$ cat config.mk
export PLATFORM = sky130hd
export DESIGN_NAME = queue_reader
export DESIGN_NICKNAME = d
export VERILOG_FILES = /design/src/rtl/queue_reader_pkg.sv /design/src/rtl/queue_reader_obuf.sv /design/src/rtl/queue_reader.sv
export SDC_FILE = /design/constraint.sdc
export NUM_CORES = 1
export LEC_CHECK = 0
export CAP_MARGIN = 40
export CORE_MARGIN = 10
export CORE_UTILIZATION = 30
export DETAILED_ROUTE_END_ITERATION = 7
export PLACE_DENSITY = 0.53
export SYNTH_ARGS = -nofsm -noshare
export SYNTH_HDL_FRONTEND = slang
export SYNTH_SLANG_ARGS = --single-unit
export TNS_END_PERCENT = 1
$ cat constraint.sdc
create_clock -name clk -period 2.7 [get_ports clk]
set_input_delay 0.405 -clock clk [delete_from_list [all_inputs] [get_ports clk]]
set_output_delay 0.405 -clock clk [all_outputs]
set_load 0.005 [all_outputs]
$ cat src/rtl/queue_reader_pkg.sv
// Shared constants and types for the read side of the 4-bit, 8-entry queue.
package queue_reader_pkg;

    localparam int DATA_W     = 4;
    localparam int Q_DEPTH    = 8;
    localparam int LEN_W      = 4;
    localparam int OBUF_DEPTH = 2;

    localparam logic CMD_PUSH = 1'b1;
    localparam logic CMD_POP  = 1'b0;

    typedef enum logic [1:0] {
        IDLE  = 2'd0,
        DRAIN = 2'd1,
        FLUSH = 2'd2
    } state_t;

endpackage

$ cat src/rtl/queue_reader_obuf.sv
// Two-entry skid FIFO between the queue pop path and the downstream stream.
module queue_reader_obuf #(
    parameter int W = 4
) (
    input  logic         clk,
    input  logic         reset,
    input  logic         push,
    input  logic [W-1:0] push_data,
    input  logic         pop,
    output logic [W-1:0] head,
    output logic [1:0]   count
);

    logic [1:0][W-1:0] mem_q, mem_d;
    logic              wr_ptr_q, wr_ptr_d;
    logic              rd_ptr_q, rd_ptr_d;
    logic [1:0]        count_q, count_d;
    logic              push_ok, pop_ok;

    assign pop_ok  = pop && (count_q != 2'd0);
    assign push_ok = push && ((count_q != 2'd2) || pop_ok);

    // next-state for storage, pointers and occupancy
    always_comb begin
        mem_d    = mem_q;
        wr_ptr_d = wr_ptr_q;
        rd_ptr_d = rd_ptr_q;
        count_d  = count_q;
        if (push_ok) begin
            mem_d[wr_ptr_q] = push_data;
            wr_ptr_d        = ~wr_ptr_q;
        end else begin
            wr_ptr_d = wr_ptr_q;
        end
        if (pop_ok) begin
            rd_ptr_d = ~rd_ptr_q;
        end else begin
            rd_ptr_d = rd_ptr_q;
        end
        case ({push_ok, pop_ok})
            2'b10:   count_d = count_q + 2'd1;
            2'b01:   count_d = count_q - 2'd1;
            default: count_d = count_q;
        endcase
    end

    // state registers
    always_ff @(posedge clk or negedge reset) begin
        if (!reset) begin
            mem_q    <= {2{{W{1'b0}}}};
            wr_ptr_q <= 1'b0;
            rd_ptr_q <= 1'b0;
            count_q  <= 2'd0;
        end else begin
            mem_q    <= mem_d;
            wr_ptr_q <= wr_ptr_d;
            rd_ptr_q <= rd_ptr_d;
            count_q  <= count_d;
        end
    end

    assign head  = mem_q[rd_ptr_q];
    assign count = count_q;

endmodule

$ cat src/rtl/queue_reader.sv
// Burst pop controller: pops the queue head into a skid buffer and streams it out.
module queue_reader #(
    parameter int DATA_W     = 4,
    parameter int OBUF_DEPTH = 2,
    parameter int LEN_W      = 4
) (
    input  logic              clk,
    input  logic              reset,
    input  logic              start,
    input  logic [LEN_W-1:0]  burst_len,
    input  logic              abort,
    input  logic [DATA_W-1:0] q_data,
    input  logic              q_empty,
    output logic              q_enable,
    output logic              q_push_pop,
    output logic [DATA_W-1:0] m_data,
    output logic              m_valid,
    input  logic              m_ready,
    output logic              busy,
    output logic              done,
    output logic [LEN_W-1:0]  pop_cnt
);

    import queue_reader_pkg::*;

    state_t             state_q, state_d;
    logic [LEN_W-1:0]   len_q, len_d;
    logic [LEN_W-1:0]   pop_cnt_q, pop_cnt_d;
    logic               done_q, done_d;
    logic [1:0]         obuf_count;
    logic [DATA_W-1:0]  obuf_head;
    logic               limit_hit;
    logic               pop_fire;
    logic               xfer;

    assign limit_hit = (len_q != {LEN_W{1'b0}}) && (pop_cnt_q == len_q);
    // Pop decision is purely combinational so it always sees the current q_empty.
    assign pop_fire  = (state_q == DRAIN) && !q_empty
                       && (obuf_count < 2'(OBUF_DEPTH)) && !abort && !limit_hit;
    assign m_valid   = (obuf_count != 2'd0);
    assign xfer      = m_valid && m_ready;

    queue_reader_obuf #(.W(DATA_W)) u_obuf (
        .clk       (clk),
        .reset     (reset),
        .push      (pop_fire),
        .push_data (q_data),
        .pop       (xfer),
        .head      (obuf_head),
        .count     (obuf_count)
    );

    // burst FSM, pop counter and completion pulse
    always_comb begin
        state_d   = state_q;
        len_d     = len_q;
        pop_cnt_d = pop_cnt_q;
        done_d    = 1'b0;
        if (pop_fire && (pop_cnt_q != {LEN_W{1'b1}})) begin
            pop_cnt_d = pop_cnt_q + {{(LEN_W-1){1'b0}}, 1'b1};
        end else begin
            pop_cnt_d = pop_cnt_q;
        end
        case (state_q)
            IDLE: begin
                if (start) begin
                    len_d     = burst_len;
                    pop_cnt_d = {LEN_W{1'b0}};
                    state_d   = DRAIN;
                end else begin
                    state_d = IDLE;
                end
            end
            DRAIN: begin
                if (abort) begin
                    state_d = FLUSH;
                end else if ((len_q != {LEN_W{1'b0}}) && (pop_cnt_d == len_q)) begin
                    state_d = FLUSH;
                end else if ((len_q == {LEN_W{1'b0}}) && q_empty && !pop_fire) begin
                    state_d = FLUSH;
                end else begin
                    state_d = DRAIN;
                end
            end
            FLUSH: begin
                if (obuf_count == 2'd0) begin
                    state_d = IDLE;
                    done_d  = 1'b1;
                end else begin
                    state_d = FLUSH;
                end
            end
            default: begin
                state_d = IDLE;
            end
        endcase
    end

    // control registers
    always_ff @(posedge clk or negedge reset) begin
        if (!reset) begin
            state_q   <= IDLE;
            len_q     <= {LEN_W{1'b0}};
            pop_cnt_q <= {LEN_W{1'b0}};
            done_q    <= 1'b0;
        end else begin
            state_q   <= state_d;
            len_q     <= len_d;
            pop_cnt_q <= pop_cnt_d;
            done_q    <= done_d;
        end
    end

    assign q_enable   = pop_fire;
    assign q_push_pop = CMD_POP;
    assign m_data     = obuf_head;
    assign busy       = (state_q != IDLE);
    assign done       = done_q;
    assign pop_cnt    = pop_cnt_q;

endmodule

Word level (Yosys, flattened, before mapping)
Cells that the tools add are included.
{"block": "word_totals", "ff_bits": 23, "latchBits": 0, "ramBits": 0, "rom_bits": 0, "out_inout_bits": 13, "word_cells": 69, "mem_count": 0}
{"block": "classes", "add_sub_neg": 3, "multipliers": 0, "div": 0, "n_lt_le_gt_ge": 4, "n_eq_ne": 8, "shift": 0, "mux": 17, "bitwise": 2, "n_reduce_logical": 26}
{"op": "two-way mux 4 bit", "count": 6}
{"op": "logical AND 1 bit", "count": 13}
{"op": "bitwise mux 8 bit", "count": 1}
{"op": "== test 4 bit", "count": 2}
{"op": "two-way mux 2 bit", "count": 4}
{"op": "case mux 2 bit (3 select lines)", "count": 1}
{"op": "nonzero test 2 bit", "count": 3}
{"op": "adder 4 x 1 -> 4 bit, second input constant", "count": 1}
{"op": "demux 4 bit (select 1 bit)", "count": 1}
{"op": "== test 2 x 1 -> 1 bit, second input constant", "count": 2}
{"op": "== test 2 bit, second input constant", "count": 2}
{"op": "logical NOT 1 bit", "count": 4}
{"op": "logical NOT 2 bit", "count": 2}
{"op": "logical NOT 4 bit", "count": 1}
{"op": "< comparator 1 x 2 -> 1 bit, second input constant", "count": 2}
{"op": "!= test 4 bit, second input constant", "count": 1}
{"op": "case mux 2 bit (2 select lines)", "count": 1}
{"op": "nonzero test 4 bit", "count": 1}
{"op": "two-way mux 1 bit", "count": 3}
{"op": "adder 2 x 1 -> 2 bit, second input constant", "count": 1}
{"op": "< comparator 2 bit, second input constant", "count": 1}
{"op": "!= test 2 bit, second input constant", "count": 1}
{"op": "inverter 1 bit", "count": 2}
{"op": "AND reduction 2 bit", "count": 1}
{"op": "other kinds (3)", "count": 3}

Depth between registers and ports, before layout
{"block": "depth", "ltp_word": 12, "ltp_mapped": 7, "ltp_nobuf": 7}

Modules after synthesis
From an unflattened synthesis, not the netlist that was laid out.
{"block": "unflattened", "cells_unflattened": 130, "hier_area_um2": 1385.1}
{"mod": "queue_reader", "n_inst": 1, "cells_each": 86, "area_each_um2": 777.0}
{"mod": "queue_reader_obuf", "n_inst": 1, "cells_each": 44, "area_each_um2": 608.1}

Worst setup path before layout
OpenSTA, ideal clock, no wires.
{"block": "synth_path", "kind": "reg2reg", "start": "reg pop_cnt_q[0], in the netlist pop_cnt[0]", "end": "reg state_q[0]", "t_arrival_ns": 2.016, "required_ns": 2.569, "slack_ns": 0.553, "stages_incl_launch_ff": 8, "n_path_buf": 1, "synth_period_minus_slack_ns": 2.147, "cell_sequence": "dfrtp_1 -> buf_2 -> xor2_2 -> or2_2 -> o211ai_1 -> mux2i_1 -> a31oi_1 -> or3_1"}
{"block": "synth_between", "elab_chain_len": 11, "elab_cells_between_ends": 16}
{"item": "from (decl)", "line_no": "queue_reader.sv:28", "rtl": "logic [LEN_W-1:0] pop_cnt_q, pop_cnt_d;"}
{"item": "from (signal assigned)", "line_no": "queue_reader.sv:104", "rtl": "pop_cnt_q <= {LEN_W{1'b0}};"}
{"item": "from (signal assigned)", "line_no": "queue_reader.sv:109", "rtl": "pop_cnt_q <= pop_cnt_d;"}
{"item": "== test 4 bit", "line_no": "queue_reader.sv:36", "rtl": "assign limit_hit = (len_q != {LEN_W{1'b0}}) && (pop_cnt_q == len_q);"}
{"item": "logical AND 1 bit", "line_no": "queue_reader.sv:36"}
{"item": "logical NOT 1 bit", "line_no": "queue_reader.sv:39", "rtl": "&& (obuf_count < 2'(OBUF_DEPTH)) && !abort && !limit_hit;"}
{"item": "logical AND 1 bit", "line_no": "queue_reader.sv:39"}
{"item": "logical AND 1 bit", "line_no": "queue_reader.sv:59", "rtl": "if (pop_fire && (pop_cnt_q != {LEN_W{1'b1}})) begin"}
{"item": "two-way mux 4 bit", "line_no": "queue_reader.sv:59"}
{"item": "== test 4 bit", "line_no": "queue_reader.sv:77", "rtl": "end else if ((len_q != {LEN_W{1'b0}}) && (pop_cnt_d == len_q)) begin"}
{"item": "logical AND 1 bit", "line_no": "queue_reader.sv:77"}
{"item": "two-way mux 2 bit (*)", "line_no": "queue_reader.sv:77"}
{"item": "two-way mux 2 bit (*)", "line_no": "queue_reader.sv:75", "rtl": "if (abort) begin"}
{"item": "case mux 2 bit (3 select lines) (*)", "line_no": "queue_reader.sv:64", "rtl": "case (state_q)"}
{"item": "net state_d[0]", "line_no": "queue_reader.sv:26", "rtl": "state_t state_q, state_d;"}
{"item": "to (signal assigned)", "line_no": "queue_reader.sv:107", "rtl": "state_q <= state_d;"}
{"item": "to (decl)", "line_no": "queue_reader.sv:26"}
The timed path passes the listed nets; every way through them passes the cells marked *.
A chain may end at the register's enable or synchronous reset.

Final worst setup path
{"block": "layout_path", "start": "in q_empty", "end": "out q_enable"}
{"block": "layout_between", "elab_chain_len": 5}
{"item": "from (decl)", "line_no": "queue_reader.sv:13", "rtl": "input logic q_empty,"}
{"item": "logical NOT 1 bit", "line_no": "queue_reader.sv:38", "rtl": "assign pop_fire = (state_q == DRAIN) && !q_empty"}
{"item": "logical AND 1 bit", "line_no": "queue_reader.sv:38"}
{"item": "logical AND 1 bit (3 in a row)", "line_no": "queue_reader.sv:39"}
{"item": "to (decl)", "line_no": "queue_reader.sv:14", "rtl": "output logic q_enable,"}
No other way between the ends.

==> key figures <==
Die
  – Starting density of the core: 30.7%
  – Row Count: 24
  – Core ar.: 4290 sq um
  – Die Wd: 86.3 um
  – I/O pin count: 27
  – Die height: 86.3 um
  – Die area: 7440 sq um

Setup path
  – Most frequent CP cell: clkdlybuf4s50_1
  – Slowest CP cell: clkdlybuf4s50_1
  – CP delay by family, top: buffers and inverters
  – CP max stage delay: 530 ps
  – CP Class: in -> out
  – CP Max Fanout: 3
  – CP Buf/Inv Count: 2
  – Critical Path Start Type: primary input
  – CP cell instances: clkdlybuf4s50_1, nor4_2, nand2_1, a21oi_2, clkdlybuf4s50_1
  – Critical Path RT: 2300 ps
  – WP data arrival: 2050 ps
  – Crit. End Element: output port

Place
  – Placed Area: 1640 sq um
  – Dpl hpwl: 2.33 mm
  – RD Place Congestion: 0.871
  – Dpl ws: 157 ps
  – # port buffers: 25

Logic synthesis
  – Synth Instances: 125
  – Synth top area cells: dfrtp_1, mux2_2, xor2_1
  – Main combinational cell family by area after synthesis: multiplexers
  – Synth top area share: 43.7%
  – Synth Area in Simple Gates: 16.8%
  – Synth Area in Compound Gates: 9.40%
  – Post-synthesis adder-cell area fraction: 0.950%
  – Average cell area after synthesis: 10.5 sq um
  – Register area share after synthesis: 43.7%
  – Synth warn: 0
  – Dominant synthesized flop cell: dfrtp_1
  – Area of the mapped netlist: 1320 sq um
  – Synth cell types: 40
  – Cell taking the most area after synthesis: dfrtp_1
  – Synthesized flop and latch total: 23
  – Post-synth EDFFs: 0
  – Synth Area in XOR/XNOR: 6.55%
  – Post-Syn Nets: 140
  – Mux contribution to synthesized area: 19.2%
  – Ys async rst share: 100%

Status
  – Status: finished, final reports clean

Clock network
  – Root Driver: clkbuf_8
  – # clock sinks: 23
  – Post-CTS Setup Inserts: 0
  – Buffer levels on the longest clock path: 2
  – Worst-path clk slew: 90 ps
  – CTS tree: yes
  – Worst-Skew Late Latency: 270 ps
  – H-tree depth: 1
  – Cts bufs inserted: 3

STA
  – Final hold vios: 0
  – Setup violators final: 0
  – Worst setup margin: 245 ps
  – Fin Clk Skew: 1.02 ps
  – Max Freq: 0.407 GHz
  – Setup TNS: 0 ps
  – Unrepaired setup endpoints after global routing: false
  – Final Max Slew Viols: 0
  – Final period utilization: 90.9%
  – Min Tclk post-route: 2450 ps

Routing
  – Vias per cell: 4.87
  – Initial DRC count: 83
  – Routed WL: 2.96 mm
  – Via count: 998
  – Drt first pass iters: 4
  – Post-DRT Antenna Nets: 0
  – DRC violation count after routing: 0
  – WL/cell: 14.4 um

Global route
  – Vias in the first global route: 1010
  – Largest net degree at the start of global routing: 24
  – Initial antenna violation count: 0
  – GRT overflow: 0
  – GRT Util Overall: 8.19%
  – First-pass GRT wire length: 4.97 mm

Power
  – Max VDD drop: 0.282 mV
  – Leakage: 0.705 nW
  – Cell Pwr Density: 1000 nW/um^2

Layout
  – Layout cells sized above 1: 22.2%
  – Area grow syn2layout: 28.4%
  – Finished Cell Area: 1690 sq um
  – Final Core Density: 39.4%
  – Final nets: 169
  – Antenna diodes: 0

Flow run
  – Max_cap viols: 0

Min path
  – Worst hold path class: in -> async
layout make-up:
type                       count  area, sq um
fill                         439         2600
timing repair buffer          29          280
tap                           52         65.1
sequential                    23          576
clock inverter                 1         7.51
clock buffer                   3         41.3
multi-input combinational     93          707
inverter                       4         15.0
sequential cells by signal, indices dropped and copies added (netlist names):
| name | flops |
|---|---|
| state_q | 2 |
| len_q | 4 |
| u_obuf.mem_q | 8 |
| pop_cnt | 4 |
| done | 1 |
| u_obuf.count | 2 |
| u_obuf.wr_ptr_q | 1 |
| u_obuf.rd_ptr_q | 1 |
per-layer routing:
layer  GRT usage [%]  vias to the layer above  wire length [um]  part of all wire, %
met5               0                        -                 0                    0
met4            3.98                        0                38                  1.3
met3            2.06                        2               150                  5.1
met2            13.0                       25              1430                   48
met1            10.1                      478              1340                   45
li1                -                      493                 -                    -
cells by family after synthesis:
kind of cell	Yosys count
other	1
AND/OR/NAND/NOR	43
XOR/XNOR	9
buffers and inverters	9
flip-flops	23
adder cells (fa/ha/maj)	1
AO/OA/AOI/OAI	17
multiplexers	22
synthesized netlist by cell type, drive strengths merged, types with 3 or more instances:
cell	number
buf	4
nand2	9
xor2	7
nand3	6
dfrtp	23
nand2b	3
mux2	16
nor3	4
a31oi	3
a21oi	4
nor2	10
inv	4
mux2i	6
or2	3
stage by stage:
step / hold slack, ps / power (mW) / cells
floorplan: 109 / 1.17 / 125
global placement: 472 / 1.46 / 201
detailed placement: 478 / 1.48 / 201
CTS: 495 / 1.71 / 205
global route: 517 / 1.82 / 205
finish: 487 / 1.70 / 205
where the power goes:
| group | internal (mW) | switching [mW] |
|---|---|---|
| logic | 0.479 | 0.327 |
| registers | 0.488 | 0.173 |
| clock network | 0.105 | 0.125 |
| total | 1.07 | 0.625 |
path summary, 6_finish.rpt:
kind                                 start         endpoint  slack [ps]  depth (start not counted)
min                                  reset             done         490                          2
min in group clk           u_obuf.wr_ptr_q  u_obuf.wr_ptr_q         490                          1
max in group asynchronous            reset       pop_cnt[1]        1980                          2
max                                q_empty         q_enable         250                          5
min reg2reg                u_obuf.wr_ptr_q  u_obuf.wr_ptr_q         490                          1
max reg2reg                     pop_cnt[2]       state_q[0]         440                          6
placed cells by master (no fill, tap or decap), types with 2 or more instances in the layout:
cell type	synthesis	routed
clkdlybuf4s50_1	0	25
buf_4	1	4
a21oi_1	3	3
nor2_1	9	9
clkbuf_8	0	3
mux2_2	16	16
nand3_1	6	6
nor4_2	1	2
dfrtp_1	23	23
nor3_1	4	4
xnor2_1	2	2
mux2i_1	5	5
xor2_1	6	6
a31oi_1	3	3
nand2b_1	3	3
or2_2	3	3
inv_1	4	4
or3_1	2	2
nand2_1	9	9
repair_timing:
item,CTS,global route
resized for setup,0,1
hold buffers,0,0
endpoints found under the setup margin,0,1
No activity file was read; power rests on OpenSTA's default activity.
